File: src/rtl/cpu_core_mc.sv
// cpu_core_mc -- multi-cycle CPU core with request/valid instruction and data
// memory ports, conditional jumps, register-offset addressing and an OUT strobe.
//
// Optional feature: define CORE_RET_STACK_EN to build a circular CALL/RET
// return stack of STACK_DEPTH entries; otherwise CALL and RET behave as NOP.
//
// Ports:
//   i_clk, i_rst_n                 clock, asynchronous active-low reset
//   o_imem_req/o_imem_addr         instruction fetch request, address (= PC)
//   i_imem_valid/i_imem_data       fetched 16-bit instruction
//   o_dmem_req/we/addr/wdata       data request (we=1 store, 0 load)
//   i_dmem_valid/i_dmem_rdata      load data valid / store accepted
//   o_out, o_out_valid             output register and one-cycle strobe
//   o_halted                       core stopped by HALT (sticky until reset)
module cpu_core_mc #(
  parameter int unsigned DATA_WIDTH      = 16,
  parameter int unsigned IMEM_ADDR_WIDTH = 8,
  parameter int unsigned DMEM_ADDR_WIDTH = 8,
  parameter int unsigned STACK_DEPTH     = 4
) (
  input  logic                       i_clk,
  input  logic                       i_rst_n,
  output logic                       o_imem_req,
  output logic [IMEM_ADDR_WIDTH-1:0] o_imem_addr,
  input  logic                       i_imem_valid,
  input  logic [15:0]                i_imem_data,
  output logic                       o_dmem_req,
  output logic                       o_dmem_we,
  output logic [DMEM_ADDR_WIDTH-1:0] o_dmem_addr,
  output logic [DATA_WIDTH-1:0]      o_dmem_wdata,
  input  logic                       i_dmem_valid,
  input  logic [DATA_WIDTH-1:0]      i_dmem_rdata,
  output logic [DATA_WIDTH-1:0]      o_out,
  output logic                       o_out_valid,
  output logic                       o_halted
);

  localparam int unsigned SHW = $clog2(DATA_WIDTH);

  typedef enum logic [1:0] {S_FETCH, S_EXEC, S_MEM, S_HALT} state_t;
  typedef enum logic [3:0] {
    OP_ADD, OP_SUB, OP_AND, OP_OR, OP_XOR, OP_SHIFT, OP_LOAD, OP_STORE,
    OP_MOVE, OP_JUMP, OP_LOADC, OP_OUT, OP_CALL, OP_RET, OP_HALT, OP_NOP
  } op_t;

  state_t                     r_state, w_state_nxt;
  logic [IMEM_ADDR_WIDTH-1:0] r_pc, w_pc_nxt, w_pc_inc;
  logic [15:0]                r_ir;
  logic [DATA_WIDTH-1:0]      r_regs [4];
  logic [DATA_WIDTH-1:0]      r_out;
  logic                       r_out_valid;

  op_t                   w_op;
  logic [1:0]            w_hi, w_lo;
  logic [7:0]            w_k;
  logic [DATA_WIDTH-1:0] w_kz, w_in1, w_in2, w_rhi;
  logic [SHW-1:0]        w_shamt;
  logic                  w_jmp, w_mem;
  logic                  w_rf_we, w_out_ld;
  logic [DATA_WIDTH-1:0] w_rf_wdata;

  assign w_op     = op_t'(r_ir[15:12]);
  assign w_hi     = r_ir[11:10];
  assign w_lo     = r_ir[9:8];
  assign w_k      = r_ir[7:0];
  assign w_kz     = DATA_WIDTH'(w_k);
  assign w_in1    = w_lo[1] ? r_regs[2] : r_regs[0];
  assign w_in2    = w_lo[0] ? w_kz : r_regs[1];
  assign w_rhi    = r_regs[w_hi];
  assign w_shamt  = SHW'(w_lo[1] ? w_kz : r_regs[1]);
  assign w_pc_inc = r_pc + 1'b1;

  always_comb begin
    w_jmp = 1'b0;
    case (w_lo)
      2'b00: w_jmp = 1'b1;
      2'b01: w_jmp = (r_regs[1] == '0);
      2'b10: w_jmp = (r_regs[1] != '0);
      2'b11: w_jmp = r_regs[1][DATA_WIDTH-1];
      default: w_jmp = 1'b0;
    endcase
  end

`ifdef CORE_RET_STACK_EN
  localparam int unsigned SPW = (STACK_DEPTH > 1) ? $clog2(STACK_DEPTH) : 1;
  localparam int unsigned CNW = $clog2(STACK_DEPTH + 1);

  logic [IMEM_ADDR_WIDTH-1:0] r_stack [STACK_DEPTH];
  logic [SPW-1:0]             r_sp;   // next slot to write
  logic [CNW-1:0]             r_cnt;
  logic [SPW-1:0]             w_sp_inc, w_sp_dec;
  logic                       w_push, w_pop;

  assign w_sp_inc = (r_sp == SPW'(STACK_DEPTH - 1)) ? '0 : r_sp + 1'b1;
  assign w_sp_dec = (r_sp == '0) ? SPW'(STACK_DEPTH - 1) : r_sp - 1'b1;

  // A push on a full stack overwrites the oldest slot; count saturates.
  always_ff @(posedge i_clk or negedge i_rst_n) begin
    if (!i_rst_n) begin
      r_sp  <= '0;
      r_cnt <= '0;
      for (int unsigned i = 0; i < STACK_DEPTH; i++) r_stack[i] <= '0;
    end else if (w_push) begin
      r_stack[r_sp] <= w_pc_inc;
      r_sp          <= w_sp_inc;
      if (r_cnt != CNW'(STACK_DEPTH)) r_cnt <= r_cnt + 1'b1;
    end else if (w_pop && (r_cnt != '0)) begin
      r_sp  <= w_sp_dec;
      r_cnt <= r_cnt - 1'b1;
    end
  end
`endif

  always_comb begin
    w_state_nxt = r_state;
    w_pc_nxt    = r_pc;
    w_rf_we     = 1'b0;
    w_rf_wdata  = '0;
    w_out_ld    = 1'b0;
`ifdef CORE_RET_STACK_EN
    w_push      = 1'b0;
    w_pop       = 1'b0;
`endif
    unique case (r_state)
      S_FETCH: if (i_imem_valid) w_state_nxt = S_EXEC;
      S_EXEC: begin
        w_state_nxt = S_FETCH;
        w_pc_nxt    = w_pc_inc;
        case (w_op)
          OP_ADD:   begin w_rf_we = 1'b1; w_rf_wdata = w_in1 + w_in2; end
          OP_SUB:   begin w_rf_we = 1'b1; w_rf_wdata = w_in1 - w_in2; end
          OP_AND:   begin w_rf_we = 1'b1; w_rf_wdata = w_in1 & w_in2; end
          OP_OR:    begin w_rf_we = 1'b1; w_rf_wdata = w_in1 | w_in2; end
          OP_XOR:   begin w_rf_we = 1'b1; w_rf_wdata = w_in1 ^ w_in2; end
          OP_SHIFT: begin
            w_rf_we    = 1'b1;
            w_rf_wdata = w_lo[0] ? (w_rhi >> w_shamt) : (w_rhi << w_shamt);
          end
          OP_LOAD, OP_STORE: begin
            w_state_nxt = S_MEM;
            w_pc_nxt    = r_pc;
          end
          OP_MOVE:  begin w_rf_we = 1'b1; w_rf_wdata = r_regs[w_lo]; end
          OP_JUMP:  if (w_jmp) w_pc_nxt = IMEM_ADDR_WIDTH'(r_regs[0]);
          OP_LOADC: begin
            w_rf_we = 1'b1;
            if (w_lo[1]) begin
              w_rf_wdata       = w_rhi;
              w_rf_wdata[15:8] = w_k;
            end else begin
              w_rf_wdata = w_kz;
            end
          end
          OP_OUT:   w_out_ld = 1'b1;
`ifdef CORE_RET_STACK_EN
          OP_CALL: begin
            w_push   = 1'b1;
            w_pc_nxt = IMEM_ADDR_WIDTH'(r_regs[0]);
          end
          OP_RET: begin
            w_pop    = 1'b1;
            w_pc_nxt = (r_cnt == '0) ? '0 : r_stack[w_sp_dec];
          end
`endif
          OP_HALT: begin
            w_state_nxt = S_HALT;
            w_pc_nxt    = r_pc;
          end
          default: ;
        endcase
      end
      S_MEM: if (i_dmem_valid) begin
        w_state_nxt = S_FETCH;
        w_pc_nxt    = w_pc_inc;
        if (w_op == OP_LOAD) begin
          w_rf_we    = 1'b1;
          w_rf_wdata = i_dmem_rdata;
        end
      end
      S_HALT: ;
      default: w_state_nxt = S_FETCH;
    endcase
  end

  always_ff @(posedge i_clk or negedge i_rst_n) begin
    if (!i_rst_n) r_state <= S_FETCH;
    else          r_state <= w_state_nxt;
  end

  always_ff @(posedge i_clk or negedge i_rst_n) begin
    if (!i_rst_n) begin
      r_pc        <= '0;
      r_ir        <= '0;
      r_out       <= '0;
      r_out_valid <= 1'b0;
      for (int unsigned i = 0; i < 4; i++) r_regs[i] <= '0;
    end else begin
      r_pc        <= w_pc_nxt;
      r_out_valid <= w_out_ld;
      if (r_state == S_FETCH && i_imem_valid) r_ir <= i_imem_data;
      if (w_rf_we) r_regs[w_hi] <= w_rf_wdata;
      if (w_out_ld) r_out <= w_rhi;
    end
  end

  // Requests are gated by reset so they drop the moment reset asserts,
  // even though the state register already reads FETCH.
  assign w_mem        = i_rst_n && (r_state == S_MEM);
  assign o_imem_req   = i_rst_n && (r_state == S_FETCH);
  assign o_imem_addr  = r_pc;
  assign o_dmem_req   = w_mem;
  assign o_dmem_we    = w_mem && (w_op == OP_STORE);
  assign o_dmem_addr  = w_mem ? DMEM_ADDR_WIDTH'(w_lo[0] ? (r_regs[1] + w_kz) : w_kz) : '0;
  assign o_dmem_wdata = w_mem ? w_rhi : '0;
  assign o_out        = r_out;
  assign o_out_valid  = r_out_valid;
  assign o_halted     = (r_state == S_HALT);

endmodule

File: config.mk
export PLATFORM = sky130hd
export DESIGN_NAME = cpu_core_mc
export DESIGN_NICKNAME = d
export VERILOG_FILES = /design/src/rtl/cpu_core_mc.sv
export SDC_FILE = /design/constraint.sdc
export NUM_CORES = 1
export LEC_CHECK = 0
export CAP_MARGIN = 30
export CORE_MARGIN = 1.5
export CORE_UTILIZATION = 45
export CTS_CLUSTER_DIAMETER = 40
export CTS_CLUSTER_SIZE = 12
export DETAILED_ROUTE_END_ITERATION = 10
export PLACE_DENSITY = 0.76
export RECOVER_POWER = 100
export SYNTH_ARGS = -nofsm -noshare
export SYNTH_HDL_FRONTEND = slang
export SYNTH_SLANG_ARGS = --single-unit
File: constraint.sdc
create_clock -name i_clk -period 9.5 [get_ports i_clk]
set_input_delay 1.425 -clock i_clk [delete_from_list [all_inputs] [get_ports i_clk]]
set_output_delay 1.425 -clock i_clk [all_outputs]
set_load 0.005 [all_outputs]
==> impl_metrics.ini <==
[synth]
synth_enable_flop_cells = 0
syn-mean-instance-area_um2 = 8.793
syn_inst = 1111
synthFlopType = sky130_fd_sc_hd__dfrtp_1
synthesis.area_um2 = 9769
yosys_warnings = 0
yosys.cell_types.count = 71
synthesis.nets = 1209
ys_seq_elements = 107
synth_top_area_cell = sky130_fd_sc_hd__dfrtp_1
yosysSeqAreaShare_pct = 27.41
synthArstFlopShare_pct = 100.0
yosys-top-cells-area = sky130_fd_sc_hd__dfrtp_1 27%, sky130_fd_sc_hd__mux4_2 7.8%, sky130_fd_sc_hd__ha_1 7.7%, sky130_fd_sc_hd__mux2_2 6.5%, sky130_fd_sc_hd__mux2i_1 6.3%
post-synth-top-area-fraction_pct = 27.41

[routing]
drt_first_pass_iters = 6
drt_iter0_markers = 1425
via_count = 9361
route.final.wire_length_mm = 33.54
post-route-drc-count = 0
vias_per_cell = 6.514
post_drt_wl_per_cell_um = 23.34
postRouteAntennaNets = 0

[timing]
setup_viol_count_final = 0
timing_hold_violations_final = 0
finalMaxSlewViolations = 175
setup-tns-final_ps = 0
timing.final.crit_share_pct = 71.65
maxSlewHeadroom_pct = -166.1
max_clock_freq_mhz = 146.9
period_minus_slack_ps = 6807
timing_worst_slew_pin_value_ps = 3991
grt_setup_unrepaired = false
clock_skew_ps = 22.75

[placed_design]
detailedPlacementHpwl_mm = 24.74
last_weighted_congestion_value_of_the_routability_driven_placer = 1.014
numPortBuffers = 88
placedInstanceArea_um2 = 10900

[global_routing]
largest_net_degree_at_the_start_of_global_routing = 78
track_usage_pct = 30.16
grt_pass1_vias = 8787
grt_pass1_wl_mm = 51.49
grt_overflow = 0
antenna_found_initial = 0

[cts]
tritoncts_clock_tree = done
clk-insertion-delay-late_ps = 370
cts.reportedPaths.clkPinSlew_ps = 90
cts_root_buffer = sky130_fd_sc_hd__clkbuf_16
ctsResizeCount = 0
htree_num_levels = 3
clk_path_buf_depth = 2
post_cts_buffers = 0
cts_num_sinks = 107
number_of_clock_buffers_inserted_by_tritoncts = 9
cts_hold_buffers = 0

[run_status]
violations_in_the_final_reports = max-capacitance violations, max-slew violations
outcome = finished with violations

[critical_path]
max_stage_delay_ps = 2000
worst-path-max-fanout = 65
critical_path.n_buffers_inverters = 1
timing.critical_path.to_type = flip-flop
worst_path_max_delay_cell = sky130_fd_sc_hd__clkbuf_1
critical_path.startpoint_type = flip-flop
crit_required_ps = 9700
cp.arrival_ps = 7010
timing.setup.critical_path_class = reg2reg
cp_cell_sequence = clkbuf_1, mux2i_1, ha_1, nand3_1, nor3_1, a31oi_1, xnor2_1, ha_1, nand3_1, nor4_1, or2_1, nor4_1, o21ai_0, mux2i_1, o31ai_1, o21ai_0
timing.critical_path.max_delay_family = buffers and inverters

[min_path]
worst_hold_path_type = reg2reg

[die]
core-area_um2 = 21150
die_width_um = 150.3
io-pin-count = 89
row_count = 53
initial_utilization_pct = 46.18
floorplan.die_area_um2 = 22600
die_height_um = 150.3

[pwr]
power_per_cell_area_nw_per_um2 = 367.7
worst_ir_drop_vdd_uv = 160.9
static-leakage-power_nw = 5.027

[layout]
design_area_um2 = 11200
area_used_by_multi_input_combinational_logic_um2 = 6616
nets = 1255
count_of_filler_cells_inserted_in_the_layout = 1951
area.growth.synth_to_final_pct = 14.68
final-seq-area_um2 = 2683
most_common_library_cell_in_the_layout_ignoring_fill_and_taps = sky130_fd_sc_hd__nand2_1
most-common-layout-cells = 152 x sky130_fd_sc_hd__nand2_1, 105 x sky130_fd_sc_hd__dfrtp_1, 87 x sky130_fd_sc_hd__o21ai_0, 70 x sky130_fd_sc_hd__a21oi_1, 63 x sky130_fd_sc_hd__nor2_1
post_route_cells_drive_above_1_share_pct = 11.96
final_util_pct = 52.96
diodes = 0

[run]
max-cap-violations = 3
==> layout make-up <==
cell class	instances	share of cell area, %
clock inverter	6	0.8600
tap	275	3.071
timing repair buffer	109	9.616
multi-input combinational	888	59.06
inverter	42	1.407
clock buffer	10	2.044
sequential	107	23.94
==> state kept, by name, summed over array words and instances (netlist names) <==
signal and count:
r_regs 64, o_out 16, r_ir 16, o_imem_addr 8
r_state 2, o_out_valid 1
==> Yosys cell counts (25+ instances only) <==
library cell,n
sky130_fd_sc_hd__a21oi_1,70
sky130_fd_sc_hd__mux2_2,56
sky130_fd_sc_hd__mux2i_1,61
sky130_fd_sc_hd__dfrtp_1,107
sky130_fd_sc_hd__xnor2_1,27
sky130_fd_sc_hd__o21ai_1,42
sky130_fd_sc_hd__nand3_1,25
sky130_fd_sc_hd__clkbuf_1,47
sky130_fd_sc_hd__ha_1,60
sky130_fd_sc_hd__o21ai_0,55
sky130_fd_sc_hd__nand2_1,152
sky130_fd_sc_hd__mux4_2,34
sky130_fd_sc_hd__nor2_1,63
sky130_fd_sc_hd__inv_1,42
==> metal layers <==
metal / global-route usage [%] / share of wire [%] / vias up
li1: - / - / 4182
met1: 42.73 / 42 / 4497
met2: 43.35 / 42 / 558
met3: 6.545 / 11 / 124
met4: 14.75 / 5.8 / 0
met5: 0 / 0 / -
==> path summary, 6_finish.rpt <==
path	start	endpoint	slack, ps	cells past startpoint
setup / recovery	r_ir[8]	r_regs[30]	2690	16
hold / removal	o_out[15]	o_out[15]	500	1
setup reg to reg	r_ir[8]	r_regs[30]	2690	16
hold reg to reg	o_out[15]	o_out[15]	500	1
max in group asynchronous	i_rst_n	o_out[9]	3220	3
min in group asynchronous	i_rst_n	o_imem_addr[0]	1500	1
==> where the power goes <==
group,internal [mW],switching [mW],leakage (nW)
combinational,1.14,1.63,3.44
sequential,0.615,0.323,1.43
clock,0.214,0.197,0.156
total,1.97,2.15,5.03
==> cell families after synthesis <==
logic type | Yosys count | share of synthesized area (%)
buffers and inverters | 116 | 4.790
flip-flops | 107 | 27.41
AND/OR/NAND/NOR | 345 | 16.27
AO/OA/AOI/OAI | 297 | 19.62
XOR/XNOR | 30 | 2.830
adder cells (fa/ha/maj) | 62 | 8.094
multiplexers | 154 | 20.99
==> per-stage QoR <==
| stage | hold WS (ps) | power, mW | instances | setup slack, ps |
|---|---|---|---|---|
| after floorplan | 460.2 | 2.802 | 1111 | 4857 |
| after CTS | 506.4 | 4.058 | 1435 | 4398 |
| after global placement | 477.0 | 3.560 | 1415 | 4560 |
| after detailed placement | 490.0 | 3.627 | 1419 | 4462 |
| final | 500.2 | 4.119 | 1437 | 2693 |
| after global routing | 523.8 | 4.373 | 1437 | 2218 |
(Power assumes the default switching activity.)
